[config.mk]
export PLATFORM = sky130hd
export DESIGN_NAME = sequence_player
export DESIGN_NICKNAME = d
export VERILOG_FILES = /design/src/rtl/sequence_player_pkg.sv /design/src/rtl/rate_divider.sv /design/src/rtl/sequence_player.sv
export SDC_FILE = /design/constraint.sdc
export NUM_CORES = 1
export LEC_CHECK = 0
export CORE_AREA = 10 10 101 103
export DETAILED_ROUTE_END_ITERATION = 10
export DIE_AREA = 0 0 111 113
export GPL_ROUTABILITY_DRIVEN = 1
export GPL_TIMING_DRIVEN = 1
export HOLD_SLACK_MARGIN = 0.12
export PLACE_DENSITY = 0.75
export SYNTH_ARGS = -nofsm -noshare
export SYNTH_HDL_FRONTEND = slang
export SYNTH_SLANG_ARGS = --single-unit
[constraint.sdc]
create_clock -name clock -period 9.1 [get_ports clock]
set_clock_uncertainty 0.1 [all_clocks]
set_input_delay 0.91 -clock clock [delete_from_list [all_inputs] [get_ports clock]]
set_output_delay 0.91 -clock clock [all_outputs]
set_load 0.01 [all_outputs]
[src/rtl/sequence_player_pkg.sv]
// Shared game definitions for the sequence player: FSM encoding, colour-code width
// and the speed-to-step / tick-period mapping.
package sequence_player_pkg;

    localparam int unsigned CodeWidth = 2;
    localparam int unsigned LedWidth  = 1 << CodeWidth;

    typedef enum logic [1:0] {
        StIdle,
        StShow,
        StGap,
        StFinish
    } state_e;

    // Speed 0 is treated as speed 1.
    function automatic int unsigned speed_to_step(input logic [1:0] speed);
        case (speed)
            2'd2:    return 2;
            2'd3:    return 4;
            default: return 1;
        endcase
    endfunction

    // Tick period in cycles: ceil(freq / step) + 1.
    function automatic int unsigned tick_period(input int unsigned freq, input logic [1:0] speed);
        int unsigned step;
        step = speed_to_step(speed);
        return (freq + step - 1) / step + 1;
    endfunction

endpackage

[src/rtl/rate_divider.sv]
// Tick generator: after a start pulse, raises enable for one cycle every tick_period cycles.
module rate_divider
    import sequence_player_pkg::*;
#(
    parameter int unsigned CLOCK_FREQUENCY = 50000000
) (
    input  logic       clock,
    input  logic       reset,
    input  logic       start,
    input  logic [1:0] speed,
    output logic       enable
);

    logic [31:0] count_q, count_d;
    logic        running_q, running_d;
    logic [31:0] period;

    assign period = tick_period(CLOCK_FREQUENCY, speed);

    // Count runs 1..period; the first enable lands period cycles after start is sampled.
    always_comb begin
        enable    = running_q && (count_q == period);
        count_d   = count_q;
        running_d = running_q;
        if (start) begin
            count_d   = 32'd1;
            running_d = 1'b1;
        end else if (running_q) begin
            count_d = enable ? 32'd1 : count_q + 32'd1;
        end
    end

    always_ff @(posedge clock) begin
        if (reset) begin
            count_q   <= 32'd0;
            running_q <= 1'b0;
        end else begin
            count_q   <= count_d;
            running_q <= running_d;
        end
    end

endmodule

[src/rtl/sequence_player.sv]
// Plays a latched sequence of colour codes on a one-hot LED display, alternating
// SHOW and GAP phases paced by the rate divider.
module sequence_player
    import sequence_player_pkg::*;
#(
    parameter int unsigned CLOCK_FREQUENCY = 50000000,
    parameter int unsigned MAX_LEN         = 16
) (
    input  logic                          clock,
    input  logic                          reset,
    input  logic                          play,
    input  logic [1:0]                    speed,
    input  logic [4:0]                    length,
    input  logic [CodeWidth*MAX_LEN-1:0]  seq_data,
    output logic [LedWidth-1:0]           led,
    output logic [3:0]                    index,
    output logic                          busy,
    output logic                          done
);

    localparam logic [4:0] MaxLength = 5'(MAX_LEN);

    state_e                         state_q, state_d;
    logic [4:0]                     len_q;
    logic [CodeWidth*MAX_LEN-1:0]   data_q;
    logic [1:0]                     speed_q;
    logic [3:0]                     index_q, index_d;
    logic [LedWidth-1:0]            led_q, led_d;
    logic                           busy_q, done_q;

    logic                           accept;
    logic                           tick;
    logic [4:0]                     length_clamped;
    logic [3:0]                     last_index;
    logic [CodeWidth*MAX_LEN-1:0]   data_src;
    logic [CodeWidth-1:0]           codes [MAX_LEN];

    assign accept         = (state_q == StIdle) && play;
    assign length_clamped = (length > MaxLength) ? MaxLength : length;
    assign last_index     = 4'(len_q - 5'd1);
    // The first step is lit on the accepting edge, before the latch holds the new data.
    assign data_src       = accept ? seq_data : data_q;

    always_comb begin
        for (int i = 0; i < MAX_LEN; i++) begin
            codes[i] = data_src[CodeWidth*i +: CodeWidth];
        end
    end

    rate_divider #(
        .CLOCK_FREQUENCY(CLOCK_FREQUENCY)
    ) u_rate_divider (
        .clock  (clock),
        .reset  (reset),
        .start  (accept),
        .speed  (speed_q),
        .enable (tick)
    );

    always_comb begin
        state_d = state_q;
        index_d = index_q;
        unique case (state_q)
            StIdle: begin
                if (play) begin
                    index_d = 4'd0;
                    state_d = (length_clamped == 5'd0) ? StFinish : StShow;
                end
            end
            StShow: begin
                if (tick) begin
                    state_d = StGap;
                end
            end
            StGap: begin
                if (tick) begin
                    if (index_q == last_index) begin
                        state_d = StFinish;
                    end else begin
                        index_d = index_q + 4'd1;
                        state_d = StShow;
                    end
                end
            end
            StFinish: begin
                state_d = StIdle;
            end
            default: state_d = StIdle;
        endcase
    end

    always_comb begin
        led_d = '0;
        if (state_d == StShow) begin
            led_d = LedWidth'(1) << codes[index_d];
        end
    end

    always_ff @(posedge clock) begin
        if (reset) begin
            state_q <= StIdle;
            index_q <= 4'd0;
            led_q   <= '0;
            busy_q  <= 1'b0;
            done_q  <= 1'b0;
        end else begin
            state_q <= state_d;
            index_q <= index_d;
            led_q   <= led_d;
            busy_q  <= (state_d != StIdle);
            done_q  <= (state_q == StFinish);
        end
    end

    always_ff @(posedge clock) begin
        if (!reset && accept) begin
            len_q   <= length_clamped;
            data_q  <= seq_data;
            speed_q <= (speed == 2'd0) ? 2'd1 : speed;
        end
    end

    assign led   = led_q;
    assign index = index_q;
    assign busy  = busy_q;
    assign done  = done_q;

endmodule

==> metrics.md <==
| Metric | Value |
|---|---|
| Routed length per instance | `17.2 µm` |
| Worst Hold Class | `flip-flop to flip-flop` |
| Unique masters post-synth | `69` |
| Hold Path Cell Cnt | `2` |
| Die X-Extent | `111 µm` |
| CTS clk-pin slew, worst paths | `0.09 ns` |
| Worst-Skew Late Latency | `0.35 ns` |
| Final Hold Vio Count | `0` |
| Area of the die | `0.0125 mm²` |
| Syn Area/Cell | `9.98 µm²` |
| PwrDens | `141 mW/mm²` |
| Non-filler cells, final | `580` |
| DR iter-0 viols | `215` |
| Global route overflow | `0` |
| Final cycle utilization of the critical path | `44.4%` |
| GPL Wtd Cong | `0.888` |
| R2R Path End | `led[3]$_SDFF_PP0_` |
| Max FO, Critical Path | `16` |
| Slew Limit Fails | `0` |
| Final ANT Viol Nets | `0` |
| DRT Wirelength | `9970 µm` |
| Mux cell area share after synthesis | `1.18%` |
| PortBufs | `51` |
| RSZ-0062 raised after global routing | `no` |
| WHS Endpoint | `u_rate_divider.count_q[31]$_SDFFE_PP0P_` |
| Inst Count DP | `564` |
| Antenna diodes | `0` |
| Post-CTS Setup Bufs | `0` |
| Syn-to-layout area delta | `18.0%` |
| Cell row count | `33` |
| Routed vias/inst | `5.82` |
| Yosys reg bits | `83` |
| Clock sink count | `83` |
| Worst Hold Margin | `0.393 ns` |
| CORE AREA | `0.00813 mm²` |
| Total number of vias | `3374` |
| I/O Pins | `52` |
| Max stage delay cell, worst path | `a21boi_1` |
| Main combinational cell family by area after synthesis | `simple AND/OR/NAND/NOR gates` |
| Root buf cell | `clkbuf_8` |
| CP endpoint kind | `flip-flop` |
| Arr. time, crit path | `4.20 ns` |
| Status | `completed` |
| Fmax | `247 MHz` |
| DR DRC count | `0` |
| CTS tree | `done` |
| Total CTS buffers | `9` |
| Sequential-to-total area share from yosys stat | `48.2%` |
| Worst-Margin Slew | `1.08 ns` |
| Buf/Inv on CP | `1` |
| Initial Utilization | `52.0%` |
| Max_slew headroom | `27.9%` |
| Clk buf depth | `2` |
| Vias in the first global route | `3329` |
| Ys async rst share | `0%` |
| Ys Warns | `0` |
| Initial antenna violation count | `0` |
| CP startpoint | `speed_q[1]$_SDFFCE_PN0P_` |
| DP Wirelength | `7470 µm` |
| Xor/xnor share of the synthesized area | `8.07%` |
| Post-CTS resize count | `0` |
| Syn Inst Count | `424` |
| Endpoints failing setup | `0` |
| Leak | `0.00175 µW` |
| First-pass GRT wire length | `16400 µm` |
| Worst-case reg-to-reg path depth | `12` |
| VDD IR-drop max | `0.0959 mV` |
| Synthesized area | `0.00423 mm²` |
| GR Util All Layers | `15.6%` |
| Commonest cells after routing, fill and taps aside | `56 x nor2_1, 51 x clkdlybuf4s50_1, 45 x dfxtp_1, 38 x edfxtp_1, 31 x nand2_1` |
| Slowest stage delay, CP | `0.64 ns` |
| Final nets | `519` |
| Fin crit period | `4.04 ns` |
| Commonest non-fill, non-tap cell in the layout | `nor2_1` |
| Adder-Cell Fraction of Synth Area | `2.07%` |
| Synth Flop Type | `dfxtp_1` |
| Layout cell share with drive strength beyond 1 | `6.32%` |
| Number of synthesized flops with an enable pin | `38` |
| Initial DRT Pass Iterations | `5` |
| Htree depth | `3` |
| Post-synthesis simple-gate area fraction | `26.3%` |
| Syn_nets | `473` |
| Largest net degree at the start of global routing | `39` |
| Flop2flop setup slack | `5.06 ns` |
| Final TNS setup | `0 ns` |
| Compound-Gate Fraction of Synth Area | `11.4%` |
| Critical R2R Launch | `speed_q[1]$_SDFFCE_PN0P_` |
| Die Ht | `113 µm` |
| Setup CP Type | `flip-flop to flip-flop` |
| # hold bufs at CTS | `0` |
| Max-Cap Viols | `0` |
| WP data required | `9.25 ns` |
| Cell family with most CP delay | `simple AND/OR/NAND/NOR gates` |
| Min-delay src | `u_rate_divider.count_q[31]$_SDFFE_PP0P_` |
| Worst Setup Start Kind | `flip-flop` |
| Worst-path cell chain | `nor2b_1 -> inv_2 -> ha_1 -> xnor2_1 -> a41oi_1 -> nor4b_2 -> nand3_1 -> a21boi_1 -> o21ai_0 -> a21oi_1 -> nor4_4 -> nor4_1` |
## Yosys cell counts (2+ instances only)
master,n,area [µm²]
o21ai_0,8,40.0
nand4_1,15,93.8
mux2i_1,5,50.1
o221ai_1,2,17.5
nor4_4,2,42.5
and2_1,10,62.6
o211ai_1,3,22.5
xor2_1,27,236
o22ai_1,2,12.5
and4_1,4,35.0
nand4b_1,2,17.5
and4bb_1,2,25.0
a41oi_1,2,17.5
inv_1,12,45.0
nor4b_1,3,26.3
ha_1,7,87.6
edfxtp_1,38,1140
xnor2_1,12,105
nand3b_1,2,15.0
dfxtp_1,45,901
a21oi_1,9,45.0
nand4bb_1,2,22.5
a31oi_1,4,25.0
nor2_1,57,214
o211a_1,3,30.0
nand2b_1,2,12.5
nor3_1,8,40.0
nor4_1,2,12.5
o311a_1,2,20.0
a211oi_1,5,37.5
or3_1,3,18.8
buf_2,3,15.0
nand2_1,31,116
clkbuf_1,12,45.0
nand3_1,28,140
and3_1,12,75.1
nor2b_1,6,37.5
## per-stage QoR
stage                     instance area [µm²]  utilization [%]  total power [µW]  setup slack (ns)
after floorplan                          4230                -               440              5.74
after global placement                   4810             59.2               468              5.37
after detailed placement                 4810             59.2               470              5.17
after CTS                                4990             61.4               710              5.15
after global routing                     4990             61.4               733              4.59
final                                    4990             61.4               703              5.06
## where the power goes
| part | switching, µW | internal, µW | leakage, µW | total (µW) |
|---|---|---|---|---|
| sequential | 6.49 | 400 | 0.000716 | 407 |
| clock | 127 | 115 | 0.0000957 | 242 |
| combinational | 26.1 | 28.4 | 0.000939 | 54.5 |
## sequential cells by signal, indices dropped and copies added (netlist names)
name and cells:
state_q 2, u_rate_divider.running_q 1, index 4, done 1, busy 1, len_q 4
data_q 32, led 4, u_rate_divider.count_q 32, speed_q 2
## final cells by class
cell class | instances | area (µm²)
fill | 695 | 3140
multi-input combinational | 312 | 2080
sequential | 83 | 2040
timing repair buffer | 51 | 510
clock buffer | 12 | 156
tap | 105 | 131
inverter | 13 | 48.8
clock inverter | 4 | 23.8
## cells by family (layout without fill, tap and decap cells)
family | after synthesis | after routing
simple gates | 201 | 201
flops | 83 | 83
compound gates | 60 | 60
xor+xnor | 39 | 39
buf+inv | 29 | 80
fa+ha+maj | 7 | 7
mux | 5 | 5
## how the worst max path moves through the flow
stage / end / cells after the start
after floorplan: data_q[0]$_DFFE_PP_ / 3
after global placement: led[3]$_SDFF_PP0_ / 12
after detailed placement: led[3]$_SDFF_PP0_ / 12
after CTS: led[3]$_SDFF_PP0_ / 12
after global routing: led[3]$_SDFF_PP0_ / 12
final: led[3]$_SDFF_PP0_ / 12
## worst reg2reg max path: cells and delay by family, from the launching register on
family,cells,cell delay [ns]
compound gates,4,1.30
xor+xnor,1,0.16
fa+ha+maj,1,0.24
buf+inv,1,0.08
flops,1,0.41
simple gates,5,1.66
## metal layers
layer  GRT usage [%]  share of wire, %
met4            5.38               1.7
met2            24.4                45
met5               0                 0
met1            20.6                48
met3            3.96               5.4
No activity file was read; power rests on OpenSTA's default activity.
